==> config.mk <==
export PLATFORM = sky130hd
export DESIGN_NAME = chip8_alu_exec
export DESIGN_NICKNAME = d
export VERILOG_FILES = /design/src/rtl/chip8_pkg.sv /design/src/rtl/chip8_alu_decode.sv /design/src/rtl/chip8_alu_exec.sv
export SDC_FILE = /design/constraint.sdc
export NUM_CORES = 1
export LEC_CHECK = 0
export ABC_AREA = 1
export CAP_MARGIN = 20
export CORE_MARGIN = 10
export CORE_UTILIZATION = 47
export CTS_CLUSTER_SIZE = 14
export DETAILED_ROUTE_END_ITERATION = 6
export PLACE_DENSITY = 0.79
export SLEW_MARGIN = 20
export SYNTH_ARGS = -nofsm -noshare
export SYNTH_HDL_FRONTEND = slang
export SYNTH_SLANG_ARGS = --single-unit
==> constraint.sdc <==
create_clock -name clk -period 1.8 [get_ports clk]
set_clock_uncertainty 0.1 [all_clocks]
set_input_delay 0.36 -clock clk [delete_from_list [all_inputs] [get_ports clk]]
set_output_delay 0.36 -clock clk [all_outputs]
set_load 0.005 [all_outputs]
==> src/rtl/chip8_pkg.sv <==
`default_nettype none
// ============================================================================
// Module      : chip8_pkg
// Description : Shared definitions for the CHIP-8 8XYN ALU instruction path:
//               3-bit ALU operation codes (shared with the external ALU)
//               and the execution FSM state encoding.
// Revision    : 1.0 - initial release
// ============================================================================
package chip8_pkg;

    // ALU operation codes, as seen on alu_op
    localparam logic [2:0] c_ALU_Y     = 3'd0;
    localparam logic [2:0] c_ALU_OR    = 3'd1;
    localparam logic [2:0] c_ALU_AND   = 3'd2;
    localparam logic [2:0] c_ALU_XOR   = 3'd3;
    localparam logic [2:0] c_ALU_PLUS  = 3'd4;
    localparam logic [2:0] c_ALU_MINUS = 3'd5;
    localparam logic [2:0] c_ALU_SHR   = 3'd6;
    localparam logic [2:0] c_ALU_SHL   = 3'd7;

    // Execution FSM states
    typedef enum logic [2:0] {
        S_IDLE = 3'd0,
        S_RD_Y = 3'd1,
        S_EXEC = 3'd2,
        S_WB_X = 3'd3,
        S_WB_F = 3'd4,
        S_ERR  = 3'd5
    } state_t;

    // Bitwise ops produce no meaningful flag; their VF write (when enabled) is 0
    function automatic logic is_logic_op(input logic [2:0] op);
        return (op == c_ALU_OR) || (op == c_ALU_AND) || (op == c_ALU_XOR);
    endfunction

endpackage
`default_nettype wire

==> src/rtl/chip8_alu_decode.sv <==
`default_nettype none
// ============================================================================
// Module      : chip8_alu_decode
// Description : Combinational decode of a CHIP-8 8XYN opcode into
//               {legal, alu_op, swap, writes_vf}.
//               Macro CHIP8_QUIRK_VF_RESET_EN: when defined, N=1,2,3 also
//               write VF (with 0).
// Revision    : 1.0 - initial release
// ============================================================================
module chip8_alu_decode
    import chip8_pkg::*;
(
    input  logic [15:0] i_opcode,
    output logic        o_legal,
    output logic [2:0]  o_alu_op,
    output logic        o_swap,
    output logic        o_writes_vf
);

`ifdef CHIP8_QUIRK_VF_RESET_EN
    localparam logic c_LOGIC_WRITES_VF = 1'b1;
`else
    localparam logic c_LOGIC_WRITES_VF = 1'b0;
`endif

    // Map the N nibble to an ALU op; anything outside 8XY{0-7,E} is illegal
    always_comb begin
        o_legal     = 1'b0;
        o_alu_op    = c_ALU_Y;
        o_swap      = 1'b0;
        o_writes_vf = 1'b0;
        if (i_opcode[15:12] == 4'h8) begin
            case (i_opcode[3:0])
                4'h0: begin o_legal = 1'b1; o_alu_op = c_ALU_Y; end
                4'h1: begin o_legal = 1'b1; o_alu_op = c_ALU_OR;    o_writes_vf = c_LOGIC_WRITES_VF; end
                4'h2: begin o_legal = 1'b1; o_alu_op = c_ALU_AND;   o_writes_vf = c_LOGIC_WRITES_VF; end
                4'h3: begin o_legal = 1'b1; o_alu_op = c_ALU_XOR;   o_writes_vf = c_LOGIC_WRITES_VF; end
                4'h4: begin o_legal = 1'b1; o_alu_op = c_ALU_PLUS;  o_writes_vf = 1'b1; end
                4'h5: begin o_legal = 1'b1; o_alu_op = c_ALU_MINUS; o_writes_vf = 1'b1; end
                4'h6: begin o_legal = 1'b1; o_alu_op = c_ALU_SHR;   o_writes_vf = 1'b1; end
                4'h7: begin o_legal = 1'b1; o_alu_op = c_ALU_MINUS; o_writes_vf = 1'b1; o_swap = 1'b1; end
                4'hE: begin o_legal = 1'b1; o_alu_op = c_ALU_SHL;   o_writes_vf = 1'b1; end
                default: o_legal = 1'b0;
            endcase
        end
    end

endmodule
`default_nettype wire

==> src/rtl/chip8_alu_exec.sv <==
`default_nettype none
// ============================================================================
// Module      : chip8_alu_exec
// Description : Sequencer for CHIP-8 8XYN instructions. Reads Vx and Vy from
//               an external register file (one-cycle read latency), drives an
//               external combinational ALU, writes Vx and optionally VF.
//               Macro CHIP8_QUIRK_VF_RESET_EN (via chip8_alu_decode): N=1,2,3
//               additionally clear VF.
// Revision    : 1.0 - initial release
// ============================================================================
module chip8_alu_exec
    import chip8_pkg::*;
(
    input  logic        clk,
    input  logic        reset,
    input  logic        start,
    input  logic [15:0] opcode,
    output logic        ready,
    output logic        done,
    output logic        illegal,
    output logic [3:0]  reg_addr,
    input  logic [7:0]  reg_rdata,
    output logic        reg_we,
    output logic [7:0]  reg_wdata,
    output logic [7:0]  alu_x,
    output logic [7:0]  alu_y,
    output logic [2:0]  alu_op,
    input  logic [7:0]  alu_out,
    input  logic        alu_carry
);

    state_t     r_state;
    logic       r_ready;
    logic       r_done;
    logic       r_illegal;
    logic       r_we;
    logic [7:0] r_wdata;
    logic [3:0] r_xsel;
    logic [3:0] r_ysel;
    logic [2:0] r_alu_op;
    logic       r_swap;
    logic       r_writes_vf;
    logic [7:0] r_vx;
    logic [7:0] r_op_x;
    logic [7:0] r_op_y;
    logic       r_carry;

    logic       w_legal;
    logic [2:0] w_alu_op;
    logic       w_swap;
    logic       w_writes_vf;
    logic [3:0] w_reg_addr;
    logic [7:0] w_alu_x;
    logic [7:0] w_alu_y;

    // Decode the incoming opcode so legality is known in the accept cycle
    chip8_alu_decode u_decode (
        .i_opcode    (opcode),
        .o_legal     (w_legal),
        .o_alu_op    (w_alu_op),
        .o_swap      (w_swap),
        .o_writes_vf (w_writes_vf)
    );

    // Register-file address: X is presented during accept so Vx arrives in RD_Y
    always_comb begin
        w_reg_addr = 4'h0;
        if (!reset) begin
            case (r_state)
                S_IDLE:         if (start) w_reg_addr = opcode[11:8];
                S_RD_Y, S_EXEC: w_reg_addr = r_ysel;
                S_WB_X:         w_reg_addr = r_xsel;
                S_WB_F:         w_reg_addr = 4'hF;
                default:        w_reg_addr = 4'h0;
            endcase
        end
    end

    // Operands go live in EXEC (Vy straight from the read port), held afterwards
    always_comb begin
        w_alu_x = r_op_x;
        w_alu_y = r_op_y;
        if (r_state == S_EXEC) begin
            if (r_swap) begin
                w_alu_x = reg_rdata;
                w_alu_y = r_vx;
            end else begin
                w_alu_x = r_vx;
                w_alu_y = reg_rdata;
            end
        end
    end

    // Instruction sequencer with registered handshake and write outputs
    always_ff @(posedge clk) begin
        if (reset) begin
            r_state     <= S_IDLE;
            r_ready     <= 1'b1;
            r_done      <= 1'b0;
            r_illegal   <= 1'b0;
            r_we        <= 1'b0;
            r_wdata     <= 8'h00;
            r_xsel      <= 4'h0;
            r_ysel      <= 4'h0;
            r_alu_op    <= c_ALU_Y;
            r_swap      <= 1'b0;
            r_writes_vf <= 1'b0;
            r_vx        <= 8'h00;
            r_op_x      <= 8'h00;
            r_op_y      <= 8'h00;
            r_carry     <= 1'b0;
        end else begin
            r_done    <= 1'b0;
            r_illegal <= 1'b0;
            r_we      <= 1'b0;
            case (r_state)
                S_IDLE: begin
                    if (start) begin
                        r_xsel  <= opcode[11:8];
                        r_ysel  <= opcode[7:4];
                        r_ready <= 1'b0;
                        if (w_legal) begin
                            r_alu_op    <= w_alu_op;
                            r_swap      <= w_swap;
                            r_writes_vf <= w_writes_vf;
                            r_state     <= S_RD_Y;
                        end else begin
                            r_done    <= 1'b1;
                            r_illegal <= 1'b1;
                            r_state   <= S_ERR;
                        end
                    end
                end
                S_RD_Y: begin
                    r_vx    <= reg_rdata;
                    r_state <= S_EXEC;
                end
                S_EXEC: begin
                    r_op_x  <= w_alu_x;
                    r_op_y  <= w_alu_y;
                    r_carry <= is_logic_op(r_alu_op) ? 1'b0 : alu_carry;
                    r_we    <= 1'b1;
                    r_wdata <= alu_out;
                    r_done  <= ~r_writes_vf;
                    r_state <= S_WB_X;
                end
                S_WB_X: begin
                    // VF goes last so the flag survives when X is F
                    if (r_writes_vf) begin
                        r_we    <= 1'b1;
                        r_wdata <= {7'b0, r_carry};
                        r_done  <= 1'b1;
                        r_state <= S_WB_F;
                    end else begin
                        r_ready <= 1'b1;
                        r_state <= S_IDLE;
                    end
                end
                S_WB_F: begin
                    r_ready <= 1'b1;
                    r_state <= S_IDLE;
                end
                S_ERR: begin
                    r_ready <= 1'b1;
                    r_state <= S_IDLE;
                end
                default: begin
                    r_ready <= 1'b1;
                    r_state <= S_IDLE;
                end
            endcase
        end
    end

    // Reset suppresses any write or completion already scheduled for this cycle
    assign ready     = r_ready;
    assign done      = r_done & ~reset;
    assign illegal   = r_illegal & ~reset;
    assign reg_we    = r_we & ~reset;
    assign reg_wdata = r_wdata;
    assign reg_addr  = w_reg_addr;
    assign alu_x     = w_alu_x;
    assign alu_y     = w_alu_y;
    assign alu_op    = r_alu_op;

endmodule
`default_nettype wire

==> results.ini, run 1 <==
[detailed_routing]
vias=2437
vias_per_cell=4.81
drt_wl_total_um=6990
routedWlPerCell_um=13.8
drt_iter0_markers=118
drt_pass1_iterations=4
drt.antenna.violating_nets=0
drc_errors=0

[final_layout]
antenna-diode-count=0
layout.nets=472
final_common_cell=nand2_1
drive_gt1_frac=0.295
final_cell_mix=72 x nand2_1, 49 x dfxtp_1, 45 x clkdlybuf4s50_1
area_growth_pct=55.3
fill_cells=406
multiInputGateArea_sq_um=1320
regArea_sq_um=1070
finalInstanceArea_sq_um=3760

[clock_tree]
cts_hold_buffers=0
clockRootBuffer=clkbuf_8
clockBufferDepth=2
h-tree-depth=2
cts_buffers=5
cts_tree=built
cts_sinks=53
clkTransAtPathRegs_ps=90
worstSkewPairLatency_ps=310

[critical_path]
reg2reg_from=r_state[2]$_SDFFE_PP0P_
slowest_stage=dfxtp_2
crit_path_start_kind=flop
path_class=flop to output pin
reg2regPathDepth=12
worst_ep_required_time_ps=1340
critical_path.max_stage_delay_ps=330
crit_end=reg_addr[2]
critPathLaunch=r_state[2]$_SDFFE_PP0P_
path_cells=inv_2 > buf_6 > nand2_4 > nor2_4 > buf_6 > a21oi_2 > a21oi_2 > buf_2
cp.arrival_ps=1510
cp.buffers_inverters=4
end_kind=output pin
crit_path_max_fanout=4
cp_num_cells=8
rr_endpoint=r_xsel[3]$_SDFFE_PP0P_
cp_top_family=buffers and inverters
reg2reg_setup_slack_ps=30

[grt]
grt_pass1_wl_um=11200
grt_pass1_vias=2410
antenna_found_initial=0
grt_usage=0.157
grt_max_degree=36
overflow=0

[synthesis]
synth_compound_area_frac=0.195
avgSynthCellArea_sq_um=7.34
yosys.area_share.simple=0.273
synthCells=330
syn_nets=366
synth_xor_area_frac=0
synth.ff_latch_count=53
synth_adder_area_share=0
netlist_area_sq_um=2420
synth_cell_type_count=23
yosys_warnings=0
synthMuxAreaShare=0
ys_seq_area_frac=0.438
synth_top_family_by_area=simple AND/OR/NAND/NOR gates

[sta]
period_share=1.09
slew-limit-headroom=0.751
clock.fmax_mhz=508
setup_viol=16
tns_ps=-1210
report.final.slew_viol_count=0
worst_pin_slew_ps=370
rsz0062_at_grt=true
layout_setup_ws_ps=-168
hold_violations=0
holdWs_ps=323
post-route-min-period_ps=1970

[floorplan]
die_area_sq_um=8430
die_height_um=91.8
die_w_um=91.8
ios=71
start_util=0.481
rows=26
fp.coreArea_sq_um=5040

[outcome]
violations=setup timing
status=finished, violations left

[hold_path]
hp-class=input pin to flop
whs_path_depth=3

[flow_run]
cap_violations=0

[place]
place.gp.congestion=0.780
portBuffers=70
placedInstanceArea_sq_um=3280
dp_hpwl_um=4530

[pwr]
fin_total_pwr_uw=4390
max-vdd-ir-drop_mv=0.751
p_per_area_nw_per_um2=1170
p_leak_uw=0.00165

==> Yosys cell counts (all sizes together) <==
cell,n,area share
nand2,86,0.14
dfxtp,53,0.44
o21ai,51,0.13
inv,36,0.057
a21oi,32,0.066
nor2,28,0.055
and2,16,0.041
buf,9,0.030
nand3,8,0.027
clkbuf,5,0.0077
nand4,2,0.0052
nor3,2,0.0041
or2,2,0.0052
==> what timing repair did <==
action / CTS / global route
setup buffers: 16 / 8
gates cloned: 2 / 1
pin swaps: 13 / 16
setup endpoints to repair: 23 / 21
resized for setup: 122 / 48
==> sequential cells by signal, summed over array words and instances, names as in the netlist <==
register and count:
r_done 1, r_vx 8, alu_op 3, r_ysel 4, r_carry 1, reg_wdata 8, r_we 1, r_state 3
r_xsel 4, r_swap 1, r_illegal 1, r_op_y 8, ready 1, r_op_x 8, r_writes_vf 1
==> cells by family (layout without fill, tap and decap cells) <==
family | Yosys count | in the layout
and+or+nand+nor | 144 | 144
buffers and inverters | 50 | 157
AOI/OAI and AO/OA | 83 | 83
DFF | 53 | 53
==> report_power, final <==
group          total [uW]  leakage, uW  switching (uW)  internal (uW)
clock                 667    0.0000439             398            269
combinational        2180      0.00117            1100           1070
sequential           1550     0.000434             128           1420
==> metrics by stage <==
| step | utilization | std cells | worst slack, ps |
|---|---|---|---|
| after detailed placement | 0.651 | 476 | -462 |
| after global placement | 0.651 | 476 | -449 |
| final | 0.746 | 507 | -168 |
| after floorplan | - | 330 | 275 |
| after CTS | 0.712 | 502 | -154 |
| after global routing | 0.746 | 507 | -241 |
==> worst register-to-register path, delay by kind of cell, from the launching register on <==
family	cells	cell delay, ps
buf+inv	8	830
flops	1	330
simple gates	3	320
compound gates	1	120
==> layer usage <==
layer / wire [um] / GRT usage / up-vias
met5: 0 / 0 / -
met4: 55 / 0.0308 / 0
met3: 391 / 0.0546 / 6
met2: 3680 / 0.281 / 61
met1: 2870 / 0.176 / 1109
li1: - / - / 1261
==> final cells by class <==
class,instances,share of cell area
multi-input cells,227,0.352
flip-flops and latches,53,0.285
repair buffers,113,0.280
inverters,36,0.0366
well taps,70,0.0233
clock buffers,5,0.0183
clock inverters,3,0.00465
==> worst min path at each step <==
stage	from	end	slack, ps
detailed placement	reg_wdata[1]$_SDFFE_PP0P_	reg_wdata[1]$_SDFFE_PP0P_	350
CTS	r_xsel[0]$_SDFFE_PP0P_	r_xsel[0]$_SDFFE_PP0P_	360
finish	reg_rdata[7]	r_vx[7]$_SDFFE_PP0P_	320
global route	reg_rdata[7]	r_vx[7]$_SDFFE_PP0P_	370
global placement	reg_wdata[7]$_SDFFE_PP0P_	reg_wdata[7]$_SDFFE_PP0P_	350
floorplan	reset	reg_wdata[1]$_SDFFE_PP0P_	330
Note: power is estimated with default switching activity, not from simulation.
==> inputs of run 2 (changes only) <==
==> constraint.sdc (replaced) <==
create_clock -name clk -period 1.8 [get_ports clk]
set_clock_uncertainty 0.1 [all_clocks]
set_input_delay 0.36 -clock clk [delete_from_list [all_inputs] [get_ports clk]]
set_output_delay 0.36 -clock clk [all_outputs]
set_load 0.02 [all_outputs]
==> run 2 against run 1 <==
Net effect: the run still ends with setup timing left; combinational power shrank 6%; flip-flop and latch count is the same; critical path depth shrank 1; clock power shrank 1%; core utilization shrank 3.8 points; via count shrank 4.3%; final cell count shrank 3.6%; final area shrank 5.1%; sequential share of layout area grew 1.4 points; setup slack gained 29 ps; global-route usage shrank 1.9 points; critical path type unchanged.
==> results.ini, run 2 (synthesis gave the netlist of run 1 again) <==
[final_layout]
final_cell_mix=78 x nand2_1, 50 x dfxtp_1, 45 x clkdlybuf4s50_1
layout.nets=455
antenna-diode-count=0
fill_cells=415
area_growth_pct=47.3
final_common_cell=nand2_1
drive_gt1_frac=0.248

[detailed_routing]
drt_wl_total_um=6130
drt_iter0_markers=82
vias_per_cell=4.77
drc_errors=0
vias=2331
drt_pass1_iterations=5
routedWlPerCell_um=12.5
drt.antenna.violating_nets=0

[floorplan]
die_height_um=91.8
ios=71
die_area_sq_um=8430
die_w_um=91.8
start_util=0.481
fp.coreArea_sq_um=5040
rows=26

[sta]
rsz0062_at_grt=true
period_share=1.08
slew-limit-headroom=0.741
layout_setup_ws_ps=-139
clock.fmax_mhz=516
report.final.slew_viol_count=0
setup_viol=20
post-route-min-period_ps=1940
worst_pin_slew_ps=384
hold_violations=0
holdWs_ps=346

[hold_path]
whs_path_depth=3
hp-start=reset
hp-class=input pin to flop
min_to=reg_wdata[3]$_SDFFE_PP0P_

[pwr]
max-vdd-ir-drop_mv=0.810
p_per_area_nw_per_um2=1190
fin_total_pwr_uw=4240
p_leak_uw=0.00153

[clock_tree]
clockRootBuffer=clkbuf_8
clockBufferDepth=2
cts_tree=built
worstSkewPairLatency_ps=290
cts_sinks=53
clkTransAtPathRegs_ps=90
cts_buffers=5
h-tree-depth=2

[critical_path]
crit_path_start_kind=flop
cp.arrival_ps=1480
crit_path_max_fanout=4
path_class=flop to output pin
reg2reg_setup_slack_ps=250
rr_endpoint=reg_wdata[2]$_SDFFE_PP0P_
reg2regPathDepth=7
reg2reg_from=r_state[1]$_SDFFE_PP0P_
end_kind=output pin
worst_ep_required_time_ps=1340

[place]
place.gp.congestion=0.805
portBuffers=70
dp_hpwl_um=4430

[grt]
grt_usage=0.138
grt_pass1_wl_um=10000
overflow=0
antenna_found_initial=0
grt_pass1_vias=2235
grt_max_degree=36

[outcome]
status=finished, violations left
violations=setup timing

[flow_run]
cap_violations=0

==> run 2: per-layer routing <==
metal,GRT usage,up-vias,part of all wire
met5,0,-,0
met4,0.0270,0,0.0065
met3,0.0367,7,0.059
met2,0.257,59,0.53
met1,0.155,1031,0.40
li1,-,1234,-
==> run 2: worst max-delay path, cell delays in order (launching register included) <==
cell and delay [ps]:
dfxtp_4 370, nor2_4 120, nand2_2 90, nor2_4 130
buf_6 130, a21oi_2 50, a21oi_2 140, buf_4 160
==> run 2: where the power goes <==
part | switching, uW | total [uW] | internal [uW]
Combinational | 1120 | 2050 | 928
Sequential | 116 | 1540 | 1420
Clock | 352 | 658 | 306
Total | 1590 | 4240 | 2660
==> run 2: worst max-delay path by stage <==
stage / depth (start not counted) / endpoint / from / slack, ps
2_1_floorplan: 6 / reg_addr[1] / r_state[1]$_SDFFE_PP0P_ / 70
3_3_place_gp: 8 / reg_addr[3] / start / -560
3_5_place_dp: 8 / reg_addr[3] / start / -590
4_1_cts: 7 / reg_addr[2] / r_state[0]$_SDFFE_PP0P_ / -120
5_1_grt: 6 / reg_addr[1] / r_state[0]$_SDFFE_PP0P_ / -220
6_report: 7 / reg_addr[0] / r_state[1]$_SDFFE_PP0P_ / -140
==> run 2: what timing repair did <==
action	CTS	global route
pin swaps	4	7
setup buffers	4	3
resized for setup	145	20
hold buffers	0	0
endpoints found under the hold margin	0	0
setup endpoints to repair	23	23
==> run 2: metrics by stage <==
| step | setup TNS [ps] | worst slack [ps] | util | area, sq um | instances |
|---|---|---|---|---|---|
| 5_1_grt | -2800 | -220 | 0.708 | 3570 | 489 |
| 4_1_cts | -1070 | -122 | 0.690 | 3480 | 486 |
| 2_1_floorplan | 0 | 65.9 | - | 2420 | 330 |
| 6_report | -1390 | -139 | 0.708 | 3570 | 489 |
| 3_3_place_gp | -9590 | -565 | 0.654 | 3300 | 475 |
| 3_5_place_dp | -9590 | -593 | 0.654 | 3300 | 475 |
==> run 2: final cells by class <==
| cell class | instances | area, sq um | area share |
|---|---|---|---|
| clock buffer | 7 | 86.3 | 0.0242 |
| inverter | 36 | 138 | 0.0385 |
| multi-input combinational | 227 | 1230 | 0.346 |
| sequential | 53 | 1070 | 0.300 |
| tap | 70 | 87.6 | 0.0245 |
| timing repair buffer | 96 | 955 | 0.267 |
==> inputs of run 3 (changes only) <==
--- a/config.mk
+++ b/config.mk
@@ -7,11 +7,12 @@
 export LEC_CHECK = 0
 export ABC_AREA = 1
 export CAP_MARGIN = 20
-export CORE_MARGIN = 10
+export CORE_MARGIN = 1.5
 export CORE_UTILIZATION = 47
 export CTS_CLUSTER_SIZE = 14
 export DETAILED_ROUTE_END_ITERATION = 6
 export PLACE_DENSITY = 0.79
+export SKIP_LAST_GASP = 1
 export SLEW_MARGIN = 20
 export SYNTH_ARGS = -nofsm -noshare
 export SYNTH_HDL_FRONTEND = slang
==> constraint.sdc (replaced) <==
create_clock -name clk -period 1.8 [get_ports clk]
set_clock_uncertainty 0.1 [all_clocks]
set_input_delay 0.36 -clock clk [delete_from_list [all_inputs] [get_ports clk]]
set_output_delay 0.36 -clock clk [all_outputs]
set_load 0.1 [all_outputs]
==> run 3 against run 2 <==
Net effect: the run still ends with setup timing left; register-to-register slack lost 230 ps; final area is 19% higher; die area is 34% lower; clock power is 29% higher; hold slack improved by 32 ps; critical path depth unchanged; routed wire length up 18%; core utilization rose by 17 points; critical path type unchanged; critical endpoint is now reg_addr[1]; largest cell class is now non-clock buffers.
==> results.ini, run 3 (synthesis gave the netlist of run 1 again) <==
[outcome]
violations=setup timing
status=finished, violations left

[grt]
grt_usage=0.268
overflow=0
grt_pass1_vias=2549
antenna_found_initial=0
grt_pass1_wl_um=11300
grt_max_degree=36

[clock_tree]
worstSkewPairLatency_ps=310
cts_sinks=53
clkTransAtPathRegs_ps=90
cts_tree=built
h-tree-depth=2
cts_buffers=5
clockBufferDepth=2
clockRootBuffer=clkbuf_8
cts_hold_buffers=0

[critical_path]
cp.arrival_ps=1570
crit_path_max_fanout=5
end_kind=output pin
crit_path_start_kind=flop
worst_ep_required_time_ps=1340
path_class=flop to output pin

[final_layout]
multiInputGateArea_sq_um=1400
regArea_sq_um=1070
fill_cells=228
layout.nets=467
area_growth_pct=76.0
antenna-diode-count=0
drive_gt1_frac=0.326
final_common_cell=nand2_1
final_cell_mix=73 x nand2_1, 49 x dfxtp_1, 39 x buf_12

[detailed_routing]
drc_errors=0
vias_per_cell=5.17
drt_wl_total_um=7220
vias=2578
drt.antenna.violating_nets=0
routedWlPerCell_um=14.5
drt_iter0_markers=177
drt_pass1_iterations=4

[floorplan]
rows=25
ios=71
die_height_um=74.8
start_util=0.500
die_w_um=74.8
die_area_sq_um=5600
fp.coreArea_sq_um=4850

[place]
place.gp.congestion=0.784
portBuffers=70
dp_hpwl_um=4320

[sta]
clock.fmax_mhz=493
slew-limit-headroom=0.745
holdWs_ps=378
worst_pin_slew_ps=379
period_share=1.13
tns_ps=-3880
hold_violations=0
rsz0062_at_grt=true
post-route-min-period_ps=2030
layout_setup_ws_ps=-228
setup_viol=20
report.final.slew_viol_count=0

[flow_run]
cap_violations=0

[hold_path]
hp-class=flop to flop

[pwr]
p_leak_uw=0.00173
max-vdd-ir-drop_mv=1.09
p_per_area_nw_per_um2=1460

## run 3: worst max-delay path, stage by stage, from the launching register on
cell and delay (ps):
dfxtp_4 380, nor2_4 130, nand2_4 70, nor2_4 130
buf_12 130, a21oi_2 70, a21oi_4 160, buf_12 190
## run 3: final timing paths
path | slack, ps | end | cells after the start | startpoint
min | 380 | r_xsel[1]$_SDFFE_PP0P_ | 2 | r_xsel[1]$_SDFFE_PP0P_
max | -230 | reg_addr[1] | 7 | r_state[0]$_SDFFE_PP0P_
max reg2reg | 20 | r_xsel[3]$_SDFFE_PP0P_ | 11 | r_state[0]$_SDFFE_PP0P_
min reg2reg | 380 | r_xsel[1]$_SDFFE_PP0P_ | 2 | r_xsel[1]$_SDFFE_PP0P_
## run 3: final cells by class
| type | instances | area share |
|---|---|---|
| clock inverter | 1 | 0.00704 |
| timing repair buffer | 107 | 0.340 |
| sequential | 53 | 0.252 |
| inverter | 36 | 0.0337 |
| multi-input combinational | 228 | 0.328 |
| tap | 67 | 0.0196 |
| clock buffer | 7 | 0.0202 |
## run 3: through the flow
step	std cells	setup slack (ps)	instance area, sq um	util	total power [uW]
2_1_floorplan	330	-227	2560	-	3740
3_3_place_gp	469	-210	3730	0.769	4700
3_5_place_dp	469	-238	3730	0.769	4750
4_1_cts	499	-210	4230	0.873	6110
5_1_grt	499	-283	4270	0.880	6480
6_report	499	-228	4270	0.880	6220
## run 3: metal layers
metal / wire (um) / up-vias / GRT usage / part of all wire
li1: - / 1254 / - / -
met1: 2680 / 1196 / 0.283 / 0.37
met2: 3880 / 98 / 0.493 / 0.54
met3: 375 / 30 / 0.0629 / 0.052
met4: 287 / 0 / 0.141 / 0.040
met5: 0 / - / 0 / 0
## run 3: timing repair
action                     in CTS  in global routing
resized for setup              44                 11
gates cloned                    3                  1
setup buffers                  19                  1
setup endpoints to repair      23                 23
pin swaps                      17                  7
## run 3: power breakdown
part           switching [uW]  total, uW  internal, uW
registers                 157       1580          1420
logic                    2320       3790          1480
clock network             393        847           454
